## src/rtl/core_pkg.sv

```systemverilog
// Shared encodings for the multicycle core: opcodes, FSM states, ALU control.
// Latency: n/a (types and constants only).
// Backpressure: n/a.
package core_pkg;

  localparam logic [6:0] OP_R   = 7'b0110011;
  localparam logic [6:0] OP_IMM = 7'b0010011;
  localparam logic [6:0] OP_LD  = 7'b0000011;
  localparam logic [6:0] OP_ST  = 7'b0100011;
  localparam logic [6:0] OP_BR  = 7'b1100011;

  localparam logic [2:0] F3_ADD = 3'b000;
  localparam logic [2:0] F3_AND = 3'b111;
  localparam logic [2:0] F3_OR  = 3'b110;
  localparam logic [2:0] F3_D   = 3'b011;
  localparam logic [2:0] F3_BEQ = 3'b000;

  localparam logic [6:0] F7_BASE = 7'b0000000;
  localparam logic [6:0] F7_SUB  = 7'b0100000;

  typedef enum logic [2:0] {FETCH, DECODE, EXEC, MEM, WB, HALT} state_e;
  typedef enum logic [1:0] {ALU_ADD, ALU_SUB, ALU_AND, ALU_OR} alu_ctrl_e;
  typedef enum logic [1:0] {SRCB_REG, SRCB_IMM_I, SRCB_IMM_S} srcb_e;
  typedef enum logic {PC_NEXT, PC_TARGET} pc_sel_e;
  typedef enum logic {WB_ALU, WB_MDR} wb_sel_e;

  // R-type ALU control; funct7 only distinguishes sub from add.
  function automatic alu_ctrl_e alu_decode(input logic [2:0] f3, input logic [6:0] f7);
    alu_ctrl_e r;
    if (f7 == F7_SUB) begin
      r = ALU_SUB;
    end else begin
      case (f3)
        F3_AND:  r = ALU_AND;
        F3_OR:   r = ALU_OR;
        default: r = ALU_ADD;
      endcase
    end
    return r;
  endfunction

endpackage

```

## src/rtl/multicycle_core_if.sv

```systemverilog
// Instruction and data memory ports of the multicycle core (req/valid handshake).
// Latency: a transfer completes in the first cycle where req and valid are both high.
// Backpressure: memory stalls by withholding valid; the core holds req/addr/we/wdata.
interface multicycle_core_if #(parameter int XLEN = 64) ();
  logic            imem_req;
  logic [XLEN-1:0] imem_addr;
  logic [31:0]     imem_rdata;
  logic            imem_valid;
  logic            dmem_req;
  logic            dmem_we;
  logic [XLEN-1:0] dmem_addr;
  logic [XLEN-1:0] dmem_wdata;
  logic [XLEN-1:0] dmem_rdata;
  logic            dmem_valid;

  modport master (
    output imem_req, imem_addr, input imem_rdata, imem_valid,
    output dmem_req, dmem_we, dmem_addr, dmem_wdata, input dmem_rdata, dmem_valid
  );

  modport slave (
    input imem_req, imem_addr, output imem_rdata, imem_valid,
    input dmem_req, dmem_we, dmem_addr, dmem_wdata, output dmem_rdata, dmem_valid
  );
endinterface

```

## src/rtl/core_ctrl.sv

```systemverilog
// Controller FSM and instruction decode; drives every datapath enable and mux select.
// Latency: FETCH/DECODE/EXEC[/MEM][/WB], one state per clock plus memory wait cycles.
// Backpressure: FETCH and MEM hold their request until the matching valid arrives.
module core_ctrl
  import core_pkg::*;
(
  input  logic      clk,
  input  logic      reset,
  input  logic [6:0] i_opcode,
  input  logic [2:0] i_funct3,
  input  logic [6:0] i_funct7,
  input  logic      i_imem_valid,
  input  logic      i_dmem_valid,
  input  logic      i_eq,
  output logic      o_ir_we,
  output logic      o_ab_we,
  output logic      o_target_we,
  output logic      o_alu_out_we,
  output logic      o_mdr_we,
  output logic      o_rf_we,
  output logic      o_pc_we,
  output pc_sel_e   o_pc_sel,
  output wb_sel_e   o_wb_sel,
  output alu_ctrl_e o_alu_ctrl,
  output srcb_e     o_srcb,
  output logic      o_imem_req,
  output logic      o_dmem_req,
  output logic      o_dmem_we,
  output logic      o_retire,
  output logic      o_halted
);

  state_e r_state;
  state_e w_next;

  logic w_is_r, w_is_imm, w_is_ld, w_is_st, w_is_br, w_legal;

  assign w_is_r   = (i_opcode == OP_R);
  assign w_is_imm = (i_opcode == OP_IMM);
  assign w_is_ld  = (i_opcode == OP_LD);
  assign w_is_st  = (i_opcode == OP_ST);
  assign w_is_br  = (i_opcode == OP_BR);

  assign w_legal =
      (w_is_r && (((i_funct7 == F7_BASE) &&
                   ((i_funct3 == F3_ADD) || (i_funct3 == F3_AND) || (i_funct3 == F3_OR))) ||
                  ((i_funct7 == F7_SUB) && (i_funct3 == F3_ADD)))) ||
      (w_is_imm && (i_funct3 == F3_ADD)) ||
      (w_is_ld  && (i_funct3 == F3_D))   ||
      (w_is_st  && (i_funct3 == F3_D))   ||
      (w_is_br  && (i_funct3 == F3_BEQ));

  // State register; reset returns to FETCH from anywhere, including HALT.
  always_ff @(posedge clk) begin
    if (reset) r_state <= FETCH;
    else       r_state <= w_next;
  end

  // Next state and per-state controls; everything stays quiet while reset is high.
  always_comb begin
    w_next       = r_state;
    o_ir_we      = 1'b0;
    o_ab_we      = 1'b0;
    o_target_we  = 1'b0;
    o_alu_out_we = 1'b0;
    o_mdr_we     = 1'b0;
    o_rf_we      = 1'b0;
    o_pc_we      = 1'b0;
    o_pc_sel     = PC_NEXT;
    o_wb_sel     = WB_ALU;
    o_alu_ctrl   = ALU_ADD;
    o_srcb       = SRCB_REG;
    o_imem_req   = 1'b0;
    o_dmem_req   = 1'b0;
    o_dmem_we    = 1'b0;
    o_retire     = 1'b0;
    o_halted     = 1'b0;
    if (!reset) begin
      case (r_state)
        FETCH: begin
          o_imem_req = 1'b1;
          if (i_imem_valid) begin
            o_ir_we = 1'b1;
            w_next  = DECODE;
          end
        end
        DECODE: begin
          if (!w_legal) begin
            w_next = HALT;
          end else begin
            o_ab_we     = 1'b1;
            o_target_we = 1'b1;
            w_next      = EXEC;
          end
        end
        EXEC: begin
          o_alu_out_we = 1'b1;
          if (w_is_r)       o_alu_ctrl = alu_decode(i_funct3, i_funct7);
          if (w_is_r)       o_srcb = SRCB_REG;
          else if (w_is_st) o_srcb = SRCB_IMM_S;
          else              o_srcb = SRCB_IMM_I;
          if (w_is_br) begin
            o_pc_we  = 1'b1;
            o_pc_sel = i_eq ? PC_TARGET : PC_NEXT;
            o_retire = 1'b1;
            w_next   = FETCH;
          end else if (w_is_ld || w_is_st) begin
            w_next = MEM;
          end else begin
            w_next = WB;
          end
        end
        MEM: begin
          o_dmem_req = 1'b1;
          o_dmem_we  = w_is_st;
          if (i_dmem_valid) begin
            if (w_is_st) begin
              o_pc_we  = 1'b1;
              o_retire = 1'b1;
              w_next   = FETCH;
            end else begin
              o_mdr_we = 1'b1;
              w_next   = WB;
            end
          end
        end
        WB: begin
          o_rf_we  = 1'b1;
          o_wb_sel = w_is_ld ? WB_MDR : WB_ALU;
          o_pc_we  = 1'b1;
          o_retire = 1'b1;
          w_next   = FETCH;
        end
        default: begin
          o_halted = 1'b1;
          w_next   = HALT;
        end
      endcase
    end
  end

endmodule

```

## src/rtl/multicycle_core.sv

```systemverilog
// Multicycle RV64-subset core: datapath (PC, IR, A, B, ALUOut, MDR, regfile, ALU) plus core_ctrl.
// Latency: R/addi 4, ld 5, sd 4, beq 3 clocks with zero-wait memories; +1 per wait cycle.
// Backpressure: imem/dmem stall the core by withholding valid; requests stay stable meanwhile.
module multicycle_core
  import core_pkg::*;
#(
  parameter int              XLEN     = 64,
  parameter int              NREGS    = 32,
  parameter logic [XLEN-1:0] RESET_PC = '0
) (
  input  logic               clk,
  input  logic               reset,
  multicycle_core_if.master  bus,
  output logic               retire,
  output logic               halted
);

  logic [XLEN-1:0] r_pc, r_a, r_b, r_target, r_alu_out, r_mdr;
  logic [31:0]     r_ir;
  logic [XLEN-1:0] r_rf [NREGS];

  logic w_ir_we, w_ab_we, w_target_we, w_alu_out_we, w_mdr_we, w_rf_we, w_pc_we;
  logic w_imem_req, w_dmem_req, w_dmem_we;
  pc_sel_e   w_pc_sel;
  wb_sel_e   w_wb_sel;
  alu_ctrl_e w_alu_ctrl;
  srcb_e     w_srcb;

  logic [4:0]      w_rs1, w_rs2, w_rd;
  logic [XLEN-1:0] w_rs1_dat, w_rs2_dat, w_imm_i, w_imm_s, w_imm_b;
  logic [XLEN-1:0] w_alu_b, w_alu_res, w_wb_dat, w_pc4;
  logic            w_eq;

  assign w_rs1 = r_ir[19:15];
  assign w_rs2 = r_ir[24:20];
  assign w_rd  = r_ir[11:7];

  assign w_imm_i = {{(XLEN-12){r_ir[31]}}, r_ir[31:20]};
  assign w_imm_s = {{(XLEN-12){r_ir[31]}}, r_ir[31:25], r_ir[11:7]};
  assign w_imm_b = {{(XLEN-13){r_ir[31]}}, r_ir[31], r_ir[7], r_ir[30:25], r_ir[11:8], 1'b0};

  assign w_rs1_dat = (w_rs1 == 5'd0) ? '0 : r_rf[w_rs1];
  assign w_rs2_dat = (w_rs2 == 5'd0) ? '0 : r_rf[w_rs2];
  assign w_eq      = (r_a == r_b);
  assign w_pc4     = r_pc + XLEN'(4);
  assign w_wb_dat  = (w_wb_sel == WB_MDR) ? r_mdr : r_alu_out;

  core_ctrl u_ctrl (
    .clk          (clk),
    .reset        (reset),
    .i_opcode     (r_ir[6:0]),
    .i_funct3     (r_ir[14:12]),
    .i_funct7     (r_ir[31:25]),
    .i_imem_valid (bus.imem_valid),
    .i_dmem_valid (bus.dmem_valid),
    .i_eq         (w_eq),
    .o_ir_we      (w_ir_we),
    .o_ab_we      (w_ab_we),
    .o_target_we  (w_target_we),
    .o_alu_out_we (w_alu_out_we),
    .o_mdr_we     (w_mdr_we),
    .o_rf_we      (w_rf_we),
    .o_pc_we      (w_pc_we),
    .o_pc_sel     (w_pc_sel),
    .o_wb_sel     (w_wb_sel),
    .o_alu_ctrl   (w_alu_ctrl),
    .o_srcb       (w_srcb),
    .o_imem_req   (w_imem_req),
    .o_dmem_req   (w_dmem_req),
    .o_dmem_we    (w_dmem_we),
    .o_retire     (retire),
    .o_halted     (halted)
  );

  assign bus.imem_req   = w_imem_req;
  assign bus.imem_addr  = r_pc;
  assign bus.dmem_req   = w_dmem_req;
  assign bus.dmem_we    = w_dmem_we;
  assign bus.dmem_addr  = r_alu_out;
  assign bus.dmem_wdata = r_b;

  // Second ALU operand: rs2 for R-type, I-immediate for addi/ld, S-immediate for sd.
  always_comb begin
    w_alu_b = r_b;
    case (w_srcb)
      SRCB_IMM_I: w_alu_b = w_imm_i;
      SRCB_IMM_S: w_alu_b = w_imm_s;
      default:    w_alu_b = r_b;
    endcase
  end

  // ALU; all arithmetic wraps modulo 2^XLEN.
  always_comb begin
    w_alu_res = r_a + w_alu_b;
    case (w_alu_ctrl)
      ALU_SUB: w_alu_res = r_a - w_alu_b;
      ALU_AND: w_alu_res = r_a & w_alu_b;
      ALU_OR:  w_alu_res = r_a | w_alu_b;
      default: w_alu_res = r_a + w_alu_b;
    endcase
  end

  // PC: advanced only when an instruction commits, so imem_addr is stable through FETCH.
  always_ff @(posedge clk) begin
    if (reset)        r_pc <= RESET_PC;
    else if (w_pc_we) r_pc <= (w_pc_sel == PC_TARGET) ? r_target : w_pc4;
  end

  // Pipeline-less staging registers between FSM states.
  always_ff @(posedge clk) begin
    if (reset) begin
      r_ir      <= '0;
      r_a       <= '0;
      r_b       <= '0;
      r_target  <= '0;
      r_alu_out <= '0;
      r_mdr     <= '0;
    end else begin
      if (w_ir_we)      r_ir      <= bus.imem_rdata;
      if (w_ab_we)      r_a       <= w_rs1_dat;
      if (w_ab_we)      r_b       <= w_rs2_dat;
      if (w_target_we)  r_target  <= r_pc + w_imm_b;
      if (w_alu_out_we) r_alu_out <= w_alu_res;
      if (w_mdr_we)     r_mdr     <= bus.dmem_rdata;
    end
  end

  // Register file; writes to x0 are dropped so it always reads back zero.
  always_ff @(posedge clk) begin
    if (reset) begin
      for (int i = 0; i < NREGS; i++) r_rf[i] <= '0;
    end else if (w_rf_we && (w_rd != 5'd0)) begin
      r_rf[w_rd] <= w_wb_dat;
    end
  end

endmodule

```

## src/flat_wrapper.sv

```systemverilog
// flat-port wrapper written by rule: the top's interface ports become plain ports
module multicycle_core_flat import core_pkg::*;
#(
  parameter int              XLEN     = 64,
  parameter int              NREGS    = 32,
  parameter logic [XLEN-1:0] RESET_PC = '0
)
  (clk, reset, retire, halted, bus_imem_req, bus_imem_addr, bus_imem_rdata, bus_imem_valid, bus_dmem_req, bus_dmem_we, bus_dmem_addr, bus_dmem_wdata, bus_dmem_rdata, bus_dmem_valid);
  multicycle_core_if #(.XLEN(XLEN)) bus_i ();
  input  logic clk;
  input  logic reset;
  output logic retire;
  output logic halted;
  output wire logic [$bits(bus_i.imem_req)-1:0] bus_imem_req;
  output wire logic [$bits(bus_i.imem_addr)-1:0] bus_imem_addr;
  input wire logic [$bits(bus_i.imem_rdata)-1:0] bus_imem_rdata;
  input wire logic [$bits(bus_i.imem_valid)-1:0] bus_imem_valid;
  output wire logic [$bits(bus_i.dmem_req)-1:0] bus_dmem_req;
  output wire logic [$bits(bus_i.dmem_we)-1:0] bus_dmem_we;
  output wire logic [$bits(bus_i.dmem_addr)-1:0] bus_dmem_addr;
  output wire logic [$bits(bus_i.dmem_wdata)-1:0] bus_dmem_wdata;
  input wire logic [$bits(bus_i.dmem_rdata)-1:0] bus_dmem_rdata;
  input wire logic [$bits(bus_i.dmem_valid)-1:0] bus_dmem_valid;
  assign bus_imem_req = bus_i.imem_req;
  assign bus_imem_addr = bus_i.imem_addr;
  assign bus_i.imem_rdata = bus_imem_rdata;
  assign bus_i.imem_valid = bus_imem_valid;
  assign bus_dmem_req = bus_i.dmem_req;
  assign bus_dmem_we = bus_i.dmem_we;
  assign bus_dmem_addr = bus_i.dmem_addr;
  assign bus_dmem_wdata = bus_i.dmem_wdata;
  assign bus_i.dmem_rdata = bus_dmem_rdata;
  assign bus_i.dmem_valid = bus_dmem_valid;
  multicycle_core #(.XLEN(XLEN), .NREGS(NREGS), .RESET_PC(RESET_PC)) u_core (.clk(clk), .reset(reset), .bus(bus_i), .retire(retire), .halted(halted));
endmodule
```

## config.mk

```make
export PLATFORM = sky130hd
export DESIGN_NAME = multicycle_core_flat
export DESIGN_NICKNAME = d
export VERILOG_FILES = /design/src/rtl/core_pkg.sv /design/src/rtl/multicycle_core_if.sv /design/src/rtl/core_ctrl.sv /design/src/rtl/multicycle_core.sv /design/src/flat_wrapper.sv
export SDC_FILE = /design/constraint.sdc
export NUM_CORES = 2
export LEC_CHECK = 0
export ABC_AREA = 0
export BUFFER_PORTS_ARGS = -buffer_cell sky130_fd_sc_hd__clkbuf_2
export CAP_MARGIN = 30
export CORE_MARGIN = 2
export CORE_UTILIZATION = 40
export CTS_BUF_LIST = sky130_fd_sc_hd__clkbuf_4 sky130_fd_sc_hd__clkbuf_8
export DETAILED_ROUTE_END_ITERATION = 10
export PLACE_DENSITY = 0.58
export RECOVER_POWER = 50
export SLEW_MARGIN = 20
export SYNTH_ARGS = -nofsm -noshare
export SYNTH_HDL_FRONTEND = slang
export SYNTH_HIERARCHICAL = 1
export SYNTH_SLANG_ARGS = --single-unit
```

## constraint.sdc

```tcl
create_clock -name clk -period 10.7 [get_ports clk]
set_input_delay 1.07 -clock clk [delete_from_list [all_inputs] [get_ports clk]]
set_output_delay 1.07 -clock clk [all_outputs]
set_load 0.05 [all_outputs]
```

* After elaboration in Yosys (flattened, before gate mapping)
Memory sizes are Yosys's and may differ from the RTL's. A register that Yosys moved wholly into a read port is not among the register bits. Cells that the tools add are included.
Cells by class: add/subtract/negate cells 4, equality and inequality tests 21, mux-type cells 68, bitwise gates (word level) 2, reductions and logical operators 25
Operator list (count):
- $mux W64 | 5
- $pmux W64 S3 | 1
- $add A64 B64 Y64 | 2
- $pmux W64 S2 | 1
- $add A64 B3 Y64 const B | 1
- $and A64 B64 Y64 | 1
- $eq A64 B64 Y1 | 1
- $or A64 B64 Y64 | 1
- $reduce_or A64 Y1 | 1
- $sub A64 B64 Y64 | 1
- $mux W1 | 39
- $mux W5 | 5
- $eq A7 B6 Y1 const B | 3
- $mux W3 | 6
- $mux W2 | 8
- $pmux W3 S5 | 1
- $logic_not A5 Y1 | 2
- $eq A3 B2 Y1 const B | 3
- $eq A3 B3 Y1 const B | 3
- $logic_and A1 B1 Y1 | 8
- $logic_or A1 B1 Y1 | 8
- $eq A7 B2 Y1 const B | 1
- $eq A7 B5 Y1 const B | 1
- $eq A7 B7 Y1 const B | 1
- 11 further kinds | 16
Word-level totals: register bits 419, bits in writable memories 2048, input port bits 100, output and inout bits 197, memories kept 1
Memory list:
- u_core.r_rf | words 32, width 64, read ports 2, clocked after memory_dff 2, wr ports 32, line multicycle_core.sv:20 | logic [XLEN-1:0] r_rf [NREGS];

* Depth between registers and ports, before layout
word-level depth 13, mapped depth 32

* Modules after synthesis
The synthesis kept the hierarchy.
By module, submodules not included:
- multicycle_core | instances 1, cells an instance 10060, area each 130755.4 sq um
- core_ctrl | instances 1, cells an instance 78, area each 526.8 sq um

* Worst setup path before layout
Ideal clock, no wire load.
kind input-to-reg, start point input reset, end point register u_core.r_alu_out[63], in the netlist u_core/bus.dmem_addr[63], arrival time 7018 ps, slack 3586 ps, cell stages on the path 30, path through or3_1 nor2_1 inv_1 ha_1 buf_2 nand2_1 o21ai_0 inv_1 ha_1 inv_1 or3_1 or4_1 or2_1 a21o_1 o41ai_1 a21oi_1 nor2_1 a311oi_1 ha_1 clkbuf_1 nand2_1 or3_1 or2_2 a311oi_1 a2111oi_0 nor2_1 a21oi_1 o41ai_1 xnor2_1 a221oi_1
Between the ends: longest elaborated chain between the ends 5
RTL lines:
- start, declared | line flat_wrapper.sv:11 | input logic reset;
- $mux W2 (*) | line core_ctrl.sv:78 | if (!reset) begin
- net u_core.w_srcb[0] | line multicycle_core.sv:27 | srcb_e w_srcb;
- $eq A2 B2 Y1 or $eq A2 B1 Y1 (tied branches) | line multicycle_core.sv:85 | case (w_srcb)
- $pmux W64 S2 (*) | line multicycle_core.sv:85
- $add A64 B64 Y64 (tied with other cells)
- $pmux W64 S3 (*) | line multicycle_core.sv:95 | case (w_alu_ctrl)
- end signal, assigned | line multicycle_core.sv:123 | if (w_alu_out_we) r_alu_out <= w_alu_res;
- end, declared | line multicycle_core.sv:18 | logic [XLEN-1:0] r_pc, r_a, r_b, r_target, r_alu_out, r_mdr;
The timed path passes the listed nets; every way through them passes the cells marked *. A chain may end at the register's enable or synchronous reset.

==> results.json <==
{
  "grt_usage_pct": 32.1,
  "dp_hpwl_mm": 336,
  "area_delta_synth_final_pct": 11.3,
  "final_cell_mix": "2662 x nor2_1, 2048 x edfxtp_1, 1280 x mux4_2",
  "rsz0062_at_grt": "false",
  "finalSetupTns_ns": 0,
  "rows": 210,
  "viasPerCell": 6.57,
  "grt_pass1_wl_mm": 751,
  "h-tree-depth": 5,
  "finalHoldViolations": 0,
  "maxSlewHeadroom_pct": -216,
  "vias": 98000,
  "drtIter0Drc": 16000,
  "cp.required_ns": 11.38,
  "r2r_setup_slack_ns": 1.27,
  "wirelength_mm": 545,
  "critPathMaxFanout": 38,
  "tritoncts": "yes",
  "fin_ws_ns": 0.930,
  "ys_top_cells_by_area": "edfxtp_1 47%, mux4_2 22%, nor2_1 7.6%",
  "irDropWorstVdd_v": 0.000117,
  "synth_edf_count": 2048,
  "start_kind": "input pin",
  "antenna_found_initial": 26,
  "ys_seq_area_share_pct": 53.4,
  "endpoint_kind": "register",
  "grt_pass1_vias": 95200,
  "switching_share_pct": 25.9,
  "grt_max_degree": 124,
  "clkPwrFrac_pct": 39.7,
  "netlist_instances": 10100,
  "power.share.combinational_pct": 10.1,
  "die_h_um": 577,
  "status": "finished with violations",
  "drc": 0,
  "wl_per_cell_um": 36.5,
  "clockBufferDepth": 4,
  "seq_power_share_pct": 50.1,
  "path_class": "in2reg",
  "crit_path_frequent_cell": "clkbuf_1",
  "slew_violations": 4093,
  "powerDensity_nw_per_um2": 149,
  "dp_slack_ns": 1.69,
  "gp_congestion": 0.945,
  "synth_area_um2": 131000,
  "synth_top_area_share_pct": 46.8,
  "cts_setup_buffers": 0,
  "final_util_pct": 44.7,
  "power.leakage_nw": 47.2,
  "final_antenna_net_count": 0,
  "skew_ns": 0.126,
  "overflow": 0,
  "cts_hold_buf": 0,
  "layout_min_cycle_time_ns": 9.77,
  "yosysTopAreaCell": "edfxtp_1",
  "max_freq_mhz": 102,
  "die_w_um": 577,
  "critical_path_arrival_ns": 10.45,
  "mostFrequentLayoutCell": "nor2_1",
  "synth_warnings": 6,
  "slowest_stage": "clkbuf_1",
  "final_layout_size_suffix_gt1_share_pct": 22.4,
  "clock_latency_ns": 1.16,
  "async_flop_share_pct": 0,
  "ios": 297,
  "nNetsFinal": 10500,
  "finalCritPeriodShare_pct": 91.3,
  "p_int_mw": 16.1,
  "cts_resized": 0,
  "n_fill_cell": 29600,
  "port_buffers": 296,
  "cpPeakStageDelay_ns": 3.13,
  "dr.pass1.iters": 8,
  "clkTransAtPathRegs_ns": 0.08,
  "root_buffer": "clkbuf_8",
  "p_switching_mw": 5.63,
  "syn_area_per_cell_um2": 12.9,
  "failed_checks": "max-capacitance violations, max-slew violations",
  "start_util_pct": 40.2,
  "synth_seq_cells": 2477,
  "worstPathCellList": "clkbuf_1, inv_1, nand2_1, nor2_1, nor2b_1, and3b_1, clkbuf_1, nand2_1, clkbuf_1, clkbuf_1, nor2_1",
  "ys.flop_type": "edfxtp_1",
  "finalPower_mw": 21.8,
  "numCtsBuffers": 415,
  "setup_violations": 0,
  "die_area_um2": 333000,
  "maxCapViolations": 128,
  "core_um2": 327000,
  "netlist-cell-type-count": 90,
  "worst_pin_slew_ns": 4.73,
  "worstHoldPathType": "in2reg",
  "clock_sinks": 2477
}
kinds of logic after synthesis:
| logic type | after synthesis | synth area share (%) |
|---|---|---|
| simple gates | 3480 | 10.7 |
| fa+ha+maj | 152 | 1.42 |
| xor+xnor | 214 | 1.43 |
| flops | 2477 | 53.4 |
| buf+inv | 1068 | 3.07 |
| mux | 1628 | 24.6 |
| other cells | 1 | 0.00286 |
| compound gates | 1118 | 5.39 |
flip-flops by register name (all words and copies together) (netlist names), named ones only:
register	count
u_core/u_ctrl/r_state	3
u_core/bus.dmem_addr	64
u_core/r_ir	32
u_core/r_mdr	64
u_core/r_rf	2048
u_core/r_target	64
u_core/bus.dmem_wdata	64
u_core/r_a	64
u_core/bus.imem_addr	64
through the flow:
step                area, um^2  hold slack (ns)  std cells
floorplan               132000            0.450      10200
detailed placement      139000            0.474      14100
finish                  146000            0.145      14900
global placement        138000            0.463      14100
global route            146000            0.153      14900
CTS                     147000           0.0725      14900
cell usage after synthesis (19+ instances only):
master,number
a211oi_1,65
a21o_1,51
a21oi_1,364
a221oi_1,23
a22oi_1,43
a31oi_1,29
and3_1,32
buf_1,222
clkbuf_1,775
dfxtp_1,429
edfxtp_1,2048
ha_1,131
inv_1,62
maj3_1,19
mux2i_1,347
mux4_2,1280
nand2_1,426
nand3_1,76
nand4_1,58
nor2_1,2663
nor2b_1,22
nor3_1,47
nor4_1,42
o211ai_1,49
o21ai_0,255
o21bai_1,25
o31ai_1,41
o41ai_1,20
or3_1,24
xnor2_1,84
xor2_1,130
critical path, delay by kind of cell:
family	cells	cell delay, ns
simple gates	6	2.13
buf+inv	5	7.02
per-layer routing:
layer  vias up  wire length (um)  track usage (%)
li1      38500                 -                -
met1     50200            202000             43.7
met2      7720            241000             48.3
met3      1482             73000             8.08
met4        18             29000             15.2
met5         -               123                0
cell type report:
type                    count  area (um^2)  area share, %
clock buffers             582         7210           4.94
multi-input cells        6656        58000           39.7
diodes                      6         15.0         0.0103
clock inverters           171         1060          0.726
repair buffers            610         4010           2.74
well taps                4346         5440           3.72
flip-flops and latches   2477        70100           48.0
inverters                  65          251          0.172
power groups by stage:
stage	Sequential (mW)	Combinational, mW	Clock (mW)
after detailed placement	11.1	2.16	0
final	10.9	2.21	8.64
after floorplan	11.0	1.37	0
after CTS	10.9	2.16	8.71
after global routing	10.9	2.24	9.12
after global placement	11.1	2.13	0
final timing paths:
kind | from | endpoint | cells after the start
setup reg to reg | u_core/r_ir[2]$_SDFFE_PP0P_ | u_core/r_rf[5][39]$_SDFFCE_PN0P_ | 9
setup / recovery | reset | u_core/r_rf[2][56]$_SDFFCE_PN0P_ | 11
hold / removal | bus_dmem_rdata[21] | u_core/r_mdr[21]$_SDFFE_PP0P_ | 3
hold reg to reg | u_core/r_target[32]$_SDFFE_PP0P_ | u_core/r_target[32]$_SDFFE_PP0P_ | 2
(Power assumes the default switching activity.)
